**config.mk**
```make
export PLATFORM = sky130hd
export DESIGN_NAME = mem_access_ctrl
export DESIGN_NICKNAME = d
export VERILOG_FILES = /design/src/rtl/mem_access_pkg.sv /design/src/rtl/mem_access_ctrl_load_extend.sv /design/src/rtl/mem_access_ctrl.sv
export SDC_FILE = /design/constraint.sdc
export NUM_CORES = 1
export LEC_CHECK = 0
export BUFFER_PORTS_ARGS = -buffer_cell sky130_fd_sc_hd__buf_4
export CELL_PAD_IN_SITES_DETAIL_PLACEMENT = 1
export CELL_PAD_IN_SITES_GLOBAL_PLACEMENT = 1
export CORE_MARGIN = 4
export CORE_UTILIZATION = 30
export CTS_CLUSTER_DIAMETER = 30
export DETAILED_ROUTE_END_ITERATION = 10
export GPL_TIMING_DRIVEN = 1
export PLACE_DENSITY = 0.63
export SLEW_MARGIN = 20
export SYNTH_ARGS = -nofsm -noshare
export SYNTH_HDL_FRONTEND = slang
export SYNTH_SLANG_ARGS = --single-unit
```
**constraint.sdc**
```tcl
create_clock -name clk -period 2.6 [get_ports clk]
set_clock_uncertainty 0.05 [all_clocks]
set_input_delay 0 -clock clk [delete_from_list [all_inputs] [get_ports clk]]
set_output_delay 0 -clock clk [all_outputs]
set_load 0.01 [all_outputs]
```
**src/rtl/mem_access_pkg.sv**
```systemverilog
// Shared constants, decode enums and lane helpers for the data-memory access sequencer.
package mem_access_pkg;

  localparam logic [6:0] OP_LOAD  = 7'd3;
  localparam logic [6:0] OP_STORE = 7'd35;

  typedef enum logic [2:0] {
    LB = 3'd0, LH = 3'd1, LW = 3'd2, LD = 3'd3, LBU = 3'd4, LHU = 3'd5, LWU = 3'd6
  } load_f3_t;

  typedef enum logic [2:0] {
    SB = 3'd0, SH = 3'd1, SW = 3'd2, SD = 3'd3
  } store_f3_t;

  typedef enum logic [1:0] {IDLE, READ, WRITE, DONE} mac_state_t;

  // funct3[1:0] encodes the access size for both loads and stores.
  function automatic logic misaligned(input logic [2:0] off, input logic [2:0] f3);
    case (f3[1:0])
      2'd1:    return off[0];
      2'd2:    return |off[1:0];
      2'd3:    return |off;
      default: return 1'b0;
    endcase
  endfunction

  // Bytes shifted past bit 63 fall off, so a lane crossing the doubleword is truncated.
  function automatic logic [63:0] store_merge(input logic [63:0] old, input logic [63:0] wd,
                                              input logic [2:0] off, input logic [2:0] f3);
    logic [63:0] lane_mask;
    logic [63:0] mask;
    logic [5:0]  sh;
    case (f3[1:0])
      2'd0:    lane_mask = 64'h0000_0000_0000_00FF;
      2'd1:    lane_mask = 64'h0000_0000_0000_FFFF;
      2'd2:    lane_mask = 64'h0000_0000_FFFF_FFFF;
      default: lane_mask = '1;
    endcase
    sh   = {off, 3'b000};
    mask = lane_mask << sh;
    return (old & ~mask) | ((wd << sh) & mask);
  endfunction

endpackage

```
**src/rtl/mem_access_ctrl_load_extend.sv**
```systemverilog
// Load lane extraction: shift the doubleword down by the byte offset, then sign/zero extend.
module load_extend
  import mem_access_pkg::*;
(
  input  logic [63:0] data,
  input  logic [2:0]  offset,
  input  logic [2:0]  funct3,
  output logic [63:0] result
);

  logic [63:0] lane;

  assign lane = data >> {offset, 3'b000};

  always_comb begin
    case (funct3)
      LB:      result = {{56{lane[7]}},  lane[7:0]};
      LH:      result = {{48{lane[15]}}, lane[15:0]};
      LW:      result = {{32{lane[31]}}, lane[31:0]};
      LBU:     result = {56'd0, lane[7:0]};
      LHU:     result = {48'd0, lane[15:0]};
      LWU:     result = {32'd0, lane[31:0]};
      default: result = lane;
    endcase
  end

endmodule

```
**src/rtl/mem_access_ctrl.sv**
```systemverilog
// Load/store sequencer for the 64-bit data memory port; sub-doubleword stores use read-modify-write.
// Define MEM_ACCESS_MISALIGN_TRAP_EN to reject misaligned accesses with err instead of truncating.
module mem_access_ctrl
  import mem_access_pkg::*;
#(
  parameter int MEM_LAT = 1
) (
  input  logic        clk,
  input  logic        reset,
  input  logic        start,
  input  logic [31:0] instr,
  input  logic [63:0] addr,
  input  logic [63:0] wdata,
  output logic        busy,
  output logic        done,
  output logic        err,
  output logic [63:0] rdata,
  output logic [63:0] mem_addr,
  output logic        mem_wr,
  output logic [63:0] mem_wdata,
  input  logic [63:0] mem_rdata
);

  localparam int CNT_W = (MEM_LAT > 1) ? $clog2(MEM_LAT) : 1;

  mac_state_t        state, state_nxt;
  logic [CNT_W-1:0]  cnt;
  logic [63:0]       addr_q, wdata_q, load_value;
  logic [2:0]        f3_q;
  logic              store_q;
  logic [6:0]        opcode;
  logic [2:0]        f3;
  logic              is_load, is_store, is_sd, trap;
  logic              unused_instr_bits;

  assign opcode   = instr[6:0];
  assign f3       = instr[14:12];
  assign is_load  = (opcode == OP_LOAD);
  assign is_store = (opcode == OP_STORE) && !f3[2];
  assign is_sd    = is_store && (f3[1:0] == 2'b11);
  assign unused_instr_bits = ^{instr[31:15], instr[11:7]};

`ifdef MEM_ACCESS_MISALIGN_TRAP_EN
  logic err_q;

  assign trap = (is_load || is_store) && misaligned(addr[2:0], f3);
  assign err  = (state == DONE) && err_q;

  always_ff @(posedge clk) begin
    if (reset)                         err_q <= 1'b0;
    else if (state == IDLE && start)   err_q <= trap;
  end
`else
  assign trap = 1'b0;
  assign err  = 1'b0;
`endif

  assign busy     = (state != IDLE);
  assign done     = (state == DONE);
  assign mem_wr   = (state == WRITE);
  assign mem_addr = {addr_q[63:3], 3'b000};

  load_extend u_load_extend (
    .data   (mem_rdata),
    .offset (addr_q[2:0]),
    .funct3 (f3_q),
    .result (load_value)
  );

  always_comb begin
    // NOTE: default assigned first so every path drives state_nxt and no latch is inferred.
    state_nxt = state;
    case (state)
      IDLE: begin
        if (start) begin
          if (trap)                         state_nxt = DONE;
          else if (is_sd)                   state_nxt = WRITE;
          else if (is_load || is_store)     state_nxt = READ;
          else                              state_nxt = DONE;
        end
      end
      READ:    if (cnt == '0) state_nxt = store_q ? WRITE : DONE;
      WRITE:   state_nxt = DONE;
      default: state_nxt = IDLE;
    endcase
  end

  always_ff @(posedge clk) begin
    // NOTE: non-blocking assignments so every register here samples pre-edge values.
    if (reset) begin
      state     <= IDLE;
      cnt       <= '0;
      addr_q    <= '0;
      wdata_q   <= '0;
      f3_q      <= '0;
      store_q   <= 1'b0;
      rdata     <= '0;
      mem_wdata <= '0;
    end else begin
      state <= state_nxt;
      case (state)
        IDLE: begin
          if (start) begin
            addr_q  <= addr;
            wdata_q <= wdata;
            f3_q    <= f3;
            store_q <= is_store;
            cnt     <= CNT_W'(MEM_LAT - 1);
            if (is_sd && !trap) mem_wdata <= wdata;
          end
        end
        READ: begin
          if (cnt != '0)    cnt       <= cnt - 1'b1;
          else if (store_q) mem_wdata <= store_merge(mem_rdata, wdata_q, addr_q[2:0], f3_q);
          else              rdata     <= load_value;
        end
        default: ;
      endcase
    end
  end

endmodule

```
==> results of run 1 <==
## worst register-to-register path: cells and delay by family (launching register included)
kind,cells,cell delay [ns]
AOI/OAI and AO/OA,1,0.13
and+or+nand+nor,2,0.40
buffers and inverters,3,1.22
adders and majority gates,1,0.29
DFF,1,0.34
## worst paths after layout
kind | cells after the start | endpoint | slack, ns | from
hold reg to reg | 2 | addr_q[39]$_SDFFE_PP0P_ | 0.40 | addr_q[39]$_SDFFE_PP0P_
hold / removal | 4 | mem_wdata[24]$_SDFFE_PP0P_ | 0.05 | mem_rdata[24]
setup / recovery | 7 | wdata_q[60]$_SDFFE_PP0P_ | 0.11 | state[0]$_SDFFE_PP0P_
setup reg to reg | 7 | wdata_q[60]$_SDFFE_PP0P_ | 0.11 | state[0]$_SDFFE_PP0P_
## metrics by stage
stage | instance area, µm² | utilization [%] | hold slack (ns)
after global placement | 17600 | 37.7 | 0.195
final | 22600 | 48.4 | 0.0530
after floorplan | 14200 | - | 0.0860
after CTS | 22600 | 48.3 | 0.0145
after global routing | 22600 | 48.4 | 0.0679
after detailed placement | 17600 | 37.7 | 0.195
## cells by family (layout without fill, tap and decap cells)
logic type	Yosys count	after routing	share of synthesized area [%]
buffers and inverters	229	850	8.39
adder cells (fa/ha/maj)	4	4	0.352
multiplexers	191	191	15.9
AND/OR/NAND/NOR	586	588	16.5
other	1	5	0.0263
flip-flops	262	262	36.8
AO/OA/AOI/OAI	485	485	21.9
## timing repair
| action | CTS | global route |
|---|---|---|
| setup endpoints to repair | 0 | 15 |
| setup buffers | 0 | 0 |
| hold buffers | 240 | 0 |
| endpoints found under the hold margin | 245 | 0 |
| gates resized for setup | 0 | 2 |
## metal layers
metal  routed length, µm  global-route usage, %  vias up
met4                2810                   11.3        0
met3                7170                   8.87      154
met5                   0                      0        -
li1                    -                      -     7295
met1               29800                   34.7     7836
met2               34500                   45.1      720
## registers in the layout, indices dropped and copies added, names as in the netlist
signal	cells
addr_q	64
f3_q	3
mem_wdata	64
rdata	64
state	2
store_q	1
wdata_q	64
## power by group through the flow
stage	clock network, mW	registers (mW)	logic (mW)
after floorplan	0	5.87	4.73
after global placement	0	5.84	8.36
after detailed placement	0	5.89	8.49
after CTS	9.36	5.84	8.99
after global routing	9.65	5.94	9.83
final	9.27	5.85	9.12
## final cells by class
type                            count  area share, %
Inverter                            9          0.149
Antenna cell                        1         0.0111
Clock inverter                     34           2.12
Clock buffer                       99           9.26
Multi-Input combinational cell   1272           34.8
Sequential cell                   262           23.2
Timing Repair Buffer              708           27.1
Tap cell                          607           3.36
## cell usage in the layout, fill, tap and decap left out, types with 16 or more instances in the layout
cell | Yosys | layout
a21oi_1 | 220 | 220
dlygate4sd3_1 | 0 | 240
mux2_2 | 53 | 53
buf_12 | 0 | 17
clkbuf_16 | 0 | 74
mux2i_1 | 115 | 115
buf_4 | 65 | 450
o21ai_0 | 48 | 47
o2bb2ai_1 | 16 | 16
a211oi_1 | 72 | 72
nand2_1 | 404 | 403
dfxtp_1 | 262 | 260
mux4_2 | 23 | 23
nor2_1 | 121 | 120
o211ai_1 | 23 | 23
==> run summary, run 1 <==
Synth Cell Area - 14200 µm²
most frequent cell after synthesis - nand2_1
Remaining Overflow, GRT - 0
vias in the first global route - 16900
CP max-delay cell - dlygate4sd3_1
remaining antenna violation count after routing - 0
most frequent cells after synthesis - nand2_1, dfxtp_1, a21oi_1, nor2_1, mux2i_1
Core Footprint - 46800 µm²
clk buf depth - 3
RSZ-0062 raised after global routing - no
Worst Setup Start Kind - register
Initial Util - 30.4%
Fill cells - 5376
DP HPWL - 51900 µm
Root Driver - clkbuf_16
#FFs+latches synth - 262
GP Congestion - 0.960
nets@finish - 2557
final wirelength - 74200 µm
endpoints failing setup - 0
Synth Area per Inst - 8.10 µm²
min Tclk post-route - 2.49 ns
gr usage total - 27.9%
die area - 51000 µm²
IO Pins - 423
Pleak - 9.29 nW
share of post-route cells with drive strength above 1 - 29.5%
Worst Tran Pin Value - 0.902 ns
most used cell, CP - dlygate4sd3_1
final worst-path cycle share - 95.9%
critical path class - reg2reg
Remaining DRCs - 0
placed cells - 2616
WP buf/inv - 3
Die X - 226 µm
Rows - 79
P_int - 15.3 mW
asr flop ratio synth - 0%
Worst EP arrival - 2.98 ns
drt wl/cell - 24.8 µm
pwr dens - 1070 nW/µm²
detailed-route vias per instance - 5.35
CP max stage delay - 0.56 ns
port bufs - 396
CP endpoint kind - register
synth top area cells - dfxtp_1, nand2_1, mux2i_1
CTS tree - done
sw frac - 36.7%
Die H - 226 µm
Iter 0 DRT Violations - 1261
Max VDD drop - 0.738 mV
Clock transition at path regs - 0.04 ns
Slew Viols, Final - 0
total iterations of the first detailed-routing run - 8
Synth Warn # - 0
largest net degree at the start of global routing - 124
combinational share of power - 37.6%
Hold Fails Final Rpt - 0
first-pass GRT wire length - 108000 µm
hold crit path type - in2reg
CP Data Required Time - 3.09 ns
initial antenna violation count - 4
achievable clock frequency - 0.401 GHz
overall power - 24.2 mW
Final Worst Setup Slack - 0.108 ns
post-route insts no fill - 2992
Gate Count Post-Synth - 1758
sequential area share after synthesis - 36.8%
Sw Pwr - 8.89 mW
Yosys top cell area share - 36.8%
status - finished clean
Clock Power Share - 38.2%
ys flop type - dfxtp_1
CTS HTree Levels - 3
multi-input logic area - 7870 µm²
number of synthesized flops with an enable pin - 0
CP Cell Sequence - inv_1, ha_2, and2_4, nand2_1, dlygate4sd3_1, a21oi_1, dlygate4sd3_1
largest area contributor in the netlist - dfxtp_1
Rel. slew slack - 39.8%
Clock Latency Late Sink - 0.60 ns
Num CTS Buffers - 73
Fin Setup TNS - 0 ns
Sequential Power Share - 24.1%
Register Area - 5250 µm²
pre-CTS WS - 0.328 ns
worst-path maximum fanout - 13
total of max-cap violations - 0
family with the most delay on the worst path - buffers and inverters
clock sinks - 262
detailed-route via count - 16000
synthesis-to-layout area growth - 58.9%
Synth cell types - 57
Power figures use the tool's default switching activity.
==> run 2: changes to the inputs <==
Settings changed: RECOVER_POWER from default to 25.
==> run 2 against run 1 <==
Effect of this change:
- sequential cell count stayed put
- sequential share of layout area increased by 0.44 points
- clock-buffer cell count unchanged
- critical path depth unchanged
- die area did not move
- worst setup slack got worse by 0.0042 ns
- non-clock buffer count stayed put
- first-iteration DRC count is 1.8% lower
==> run summary, run 2 (synthesis gave the netlist of run 1 again) <==
CP max-delay cell - dlygate4sd3_1
gr usage total - 27.9%
Die H - 226 µm
achievable clock frequency - 0.401 GHz
worst-path maximum fanout - 13
CTS tree - done
CTS HTree Levels - 3
most used cell, CP - dlygate4sd3_1
vias in the first global route - 16900
Die X - 226 µm
pwr dens - 1080 nW/µm²
endpoints failing setup - 0
CP Cell Sequence - inv_1, ha_2, and2_4, nand2_1, dlygate4sd3_1, a21oi_1, dlygate4sd3_1
Slew Viols, Final - 0
remaining antenna violation count after routing - 0
detailed-route via count - 16000
initial antenna violation count - 4
die area - 51000 µm²
hold crit path type - in2reg
share of post-route cells with drive strength above 1 - 24.8%
CP Data Required Time - 3.09 ns
GP Congestion - 0.960
final wirelength - 74300 µm
met1 Use GR - 34.7%
commonest non-fill, non-tap cell in the layout - nand2_1
Worst Setup Start Kind - register
status - finished clean
detailed-route vias per instance - 5.36
Clock transition at path regs - 0.04 ns
CP max stage delay - 0.56 ns
Fill cells - 5456
Remaining DRCs - 0
min Tclk post-route - 2.50 ns
Post-CTS Setup Bufs - 0
critical path class - reg2reg
IO Pins - 423
Max VDD drop - 0.724 mV
Num CTS Buffers - 73
first-pass GRT wire length - 108000 µm
total of max-cap violations - 0
RSZ-0062 raised after global routing - no
final worst-path cycle share - 96.0%
port bufs - 396
Worst EP arrival - 2.98 ns
synthesis-to-layout area growth - 55.9%
Iter 0 DRT Violations - 1238
Remaining Overflow, GRT - 0
clock sinks - 262
CP endpoint kind - register
nets@finish - 2557
Rel. slew slack - 40.6%
met3 GRT Util - 8.87%
post-route cell area - 22200 µm²
Layout Utilization - 47.5%
Hold Fails Final Rpt - 0
placed cells - 2616
clk buf depth - 3
commonest non-fill, non-tap cells in the layout - nand2_1, buf_4, dfxtp_1
met2 Use GR - 45.1%
Initial Util - 30.4%
post-route insts no fill - 2992
Pleak - 8.82 nW
largest net degree at the start of global routing - 124
DP HPWL - 51900 µm
Core Footprint - 46800 µm²
Register Area - 5250 µm²
Clock Latency Late Sink - 0.60 ns
Fin Setup TNS - 0 ns
Placed Area - 17600 µm²
multi-input logic area - 7870 µm²
drt wl/cell - 24.8 µm
Rows - 79
total iterations of the first detailed-routing run - 6
GR peak layer - met2
Worst Tran Pin Value - 0.889 ns
Root Driver - clkbuf_16
## run 2: changes by cell type in the layout (fill, tap and decap cells not counted)
cell	previous run	this run
buf_4	450	338
clkbuf_1	10	122
## run 2: worst max-delay path: cells and delay by family, from the launching register on
kind / cells / cell delay, ns
fa+ha+maj: 1 / 0.29
simple gates: 2 / 0.39
buf+inv: 3 / 1.22
flops: 1 / 0.34
compound gates: 1 / 0.13
## run 2: routing by layer
metal  part of all wire (%)  routed length (µm)
met5                      0                   0
met4                    3.8                2810
met3                    9.6                7120
met2                     46               34400
met1                     40               29900
## run 2: final timing paths
path	startpoint	to	slack (ns)	cells past startpoint
hold / removal	mem_rdata[24]	mem_wdata[24]$_SDFFE_PP0P_	0.04	4
setup / recovery	state[0]$_SDFFE_PP0P_	wdata_q[60]$_SDFFE_PP0P_	0.10	7
hold reg to reg	addr_q[39]$_SDFFE_PP0P_	addr_q[39]$_SDFFE_PP0P_	0.40	2
setup reg to reg	state[0]$_SDFFE_PP0P_	wdata_q[60]$_SDFFE_PP0P_	0.10	7
## run 2: final cells by class
cell class | count | share of cell area (%)
inverters | 9 | 0.152
multi-input cells | 1272 | 35.4
repair buffers | 708 | 25.7
well taps | 607 | 3.42
clock buffers | 99 | 9.44
diodes | 1 | 0.0113
flip-flops and latches | 262 | 23.7
clock inverters | 34 | 2.16
## run 2: repair_timing
| item | CTS | global route |
|---|---|---|
| gates resized for setup | 0 | 2 |
| endpoints found under the hold margin | 245 | 0 |
| endpoints found under the setup margin | 0 | 15 |
| hold buffers | 240 | 0 |
## run 2: report_power, final
group	leakage [nW]	switching, mW	internal [mW]
combinational	5.43	5.27	3.52
clock	1.25	2.84	6.43
sequential	2.14	0.792	5.05
total	8.82	8.90	15.0
## run 2: stage by stage
| step | power [mW] | hold slack (ns) | worst slack [ns] |
|---|---|---|---|
| after floorplan | 10.6 | 0.0860 | 0.379 |
| after global placement | 14.2 | 0.195 | 0.349 |
| after detailed placement | 14.4 | 0.195 | 0.328 |
| after CTS | 24.2 | 0.0145 | 0.0227 |
| after global routing | 25.1 | 0.0679 | 0.00275 |
| final | 23.9 | 0.0431 | 0.104 |
==> run 3: changes to the inputs <==
Settings changed: CTS_BUF_LIST from default to sky130_fd_sc_hd__clkbuf_4.
Clock period 2.6 ns to 3.2 ns, I/O delays scaled along.
==> run 3 against run 2 <==
Effect of this change:
- the flow now stops in clock tree synthesis
- synthesized cell count unchanged
- synthesized area unchanged
==> run summary, run 3 <==
status - did not finish
Stopped at - clock tree synthesis
tool error - [ERROR RSZ-0060] Max buffer count reached.
post-CTS resize count - 0
synth top area cells - dfxtp_1, nand2_1, mux2i_1
most frequent cell after synthesis - nand2_1
DP HPWL - 52400 µm
number of synthesized flops with an enable pin - 0
Yosys top cell area share - 36.8%
most frequent cells after synthesis - nand2_1, dfxtp_1, a21oi_1, nor2_1, mux2i_1
ys flop type - dfxtp_1
largest area contributor in the netlist - dfxtp_1
Post-CTS Setup Bufs - 0
Initial Util - 30.4%
Num CTS Buffers - 85
Synth Warn # - 0
cts hold-fix bufs - 548
Synth cell types - 57
GP Congestion - 0.936
#FFs+latches synth - 262
Synth Area per Inst - 8.10 µm²
Die X - 226 µm
asr flop ratio synth - 0%
Gate Count Post-Synth - 1758
sequential area share after synthesis - 36.8%
Die H - 226 µm
Rows - 79
clock sinks - 262
Root Driver - clkbuf_4
IO Pins - 423
CTS HTree Levels - 3
clk buf depth - 3
port bufs - 396
Synth Cell Area - 14200 µm²
run 3: cell counts after synthesis:
No cell type changed its count.
run 3: cells by family after synthesis:
family,count (synthesis),synth area share [%]
AO/OA/AOI/OAI,485,21.9
adder cells (fa/ha/maj),4,0.352
buffers and inverters,229,8.39
flip-flops,262,36.8
multiplexers,191,15.9
other,1,0.0263
AND/OR/NAND/NOR,586,16.5
run 3: stage by stage:
step	utilization (%)	area (µm²)	worst slack, ns	cells	hold slack, ns
after floorplan	-	14200	0.979	1761	0.0860
after global placement	37.1	17400	0.495	2592	0.197
after detailed placement	37.1	17400	0.432	2592	0.208
==> run 4: changes to the inputs <==
Settings changed: CELL_PAD_IN_SITES_DETAIL_PLACEMENT 1 to default, CELL_PAD_IN_SITES_GLOBAL_PLACEMENT 1 to default, CORE_UTILIZATION 30 to 20, CTS_BUF_LIST sky130_fd_sc_hd__clkbuf_4 to default, CTS_CLUSTER_DIAMETER 30 to default, PLACE_DENSITY 0.63 to default, PLACE_DENSITY_LB_ADDON from default to 0.15.
==> run 4 against run 3 <==
Effect of this change:
- the flow now finishes without violations
==> run summary, run 4 (synthesis gave the netlist of run 1 again) <==
port bufs - 396
commonest non-fill, non-tap cell in the layout - nand2_1
final wirelength - 74700 µm
CP endpoint kind - register
Fill cells - 7721
Rows - 97
clk buf depth - 3
Pleak - 7.86 nW
total of max-cap violations - 0
Hold Fails Final Rpt - 0
gr usage total - 18.7%
die area - 75500 µm²
Max VDD drop - 0.350 mV
synthesis-to-layout area growth - 44.3%
IO Pins - 423
Root Driver - clkbuf_16
Worst EP arrival - 3.50 ns
pwr dens - 743 nW/µm²
endpoints failing setup - 0
Iter 0 DRT Violations - 1064
Num CTS Buffers - 35
Worst Tran Pin Value - 1.02 ns
cts hold-fix bufs - 206
Rel. slew slack - 31.8%
first-pass GRT wire length - 104000 µm
Remaining DRCs - 0
Clock transition at path regs - 0.06 ns
largest net degree at the start of global routing - 87
nets@finish - 2464
hold crit path type - in2reg
remaining antenna violation count after routing - 0
Remaining Overflow, GRT - 0
Worst Setup Start Kind - register
post-CTS resize count - 0
vias in the first global route - 14800
CTS HTree Levels - 2
initial antenna violation count - 10
DP HPWL - 56800 µm
achievable clock frequency - 0.321 GHz
Die H - 275 µm
Layout Utilization - 29.2%
drt wl/cell - 23.3 µm
GP Congestion - 0.940
min Tclk post-route - 3.12 ns
RSZ-0062 raised after global routing - no
Core Footprint - 70300 µm²
total iterations of the first detailed-routing run - 8
Post-CTS Setup Bufs - 0
status - finished clean
Die X - 275 µm
Initial Util - 20.3%
CP Data Required Time - 3.58 ns
detailed-route via count - 15000
final worst-path cycle share - 97.5%
Fin Setup TNS - 0 ns
clock sinks - 262
commonest non-fill, non-tap cells in the layout - nand2_1, buf_4, dfxtp_1
Clock Latency Late Sink - 0.55 ns
Slew Viols, Final - 0
detailed-route vias per instance - 4.69
critical path class - reg2reg
worst-path maximum fanout - 68
CTS tree - done
share of post-route cells with drive strength above 1 - 22.3%
## run 4: path summary, 6_finish.rpt
check                     startpoint                          to  slack, ns  cells past startpoint
min reg2reg  addr_q[29]$_SDFFE_PP0P_     addr_q[29]$_SDFFE_PP0P_       0.40                      2
max reg2reg   addr_q[0]$_SDFFE_PP0P_      rdata[22]$_SDFFE_PP0P_       0.08                      6
min                    mem_rdata[26]  mem_wdata[26]$_SDFFE_PP0P_       0.07                      4
max           addr_q[0]$_SDFFE_PP0P_      rdata[22]$_SDFFE_PP0P_       0.08                      6
## run 4: cell type report
cell class	count	area, µm²	share of cell area, %
sequential	262	5250	25.6
clock buffer	45	985	4.79
antenna	5	12.5	0.0609
timing repair buffer	655	5070	24.7
tap	940	1180	5.72
inverter	9	33.8	0.164
multi-input combinational	1270	7850	38.2
clock inverter	17	160	0.780
## run 4: layer usage
layer  track usage [%]  vias up  part of all wire, %
met5                 0        -                0.038
met2              31.3      585                   47
met1              24.1     7217                   43
met3              4.50      114                  7.5
li1                  -     7086                    -
met4              5.35        6                  2.9
## run 4: report_power, final
part | switching [mW] | internal, mW | total [mW]
Clock | 1.61 | 2.35 | 3.96
Sequential | 0.677 | 4.09 | 4.76
Combinational | 4.01 | 2.54 | 6.55
## run 4: per-stage QoR
| step | instance area, µm² | hold slack, ns | power [mW] | instances | setup WS (ns) |
|---|---|---|---|---|---|
| 4_1_cts | 21000 | 0.0260 | 15.8 | 3198 | 0.147 |
| 3_5_place_dp | 17700 | 0.208 | 11.5 | 2930 | 0.336 |
| 5_1_grt | 20500 | 0.0698 | 16.2 | 3200 | 0.0250 |
| 6_report | 20500 | 0.0659 | 15.3 | 3203 | 0.0802 |
| 2_1_floorplan | 14200 | 0.0860 | 8.61 | 1761 | 0.979 |
| 3_3_place_gp | 17700 | 0.198 | 11.5 | 2930 | 0.326 |
## run 4: worst max-delay path, cell delays in order (launching register included)
cell,delay [ns]
dfxtp_4,0.59
buf_12,0.37
buf_4,0.41
mux4_2,0.55
a21oi_1,0.28
a211oi_2,0.11
dlygate4sd3_1,0.59
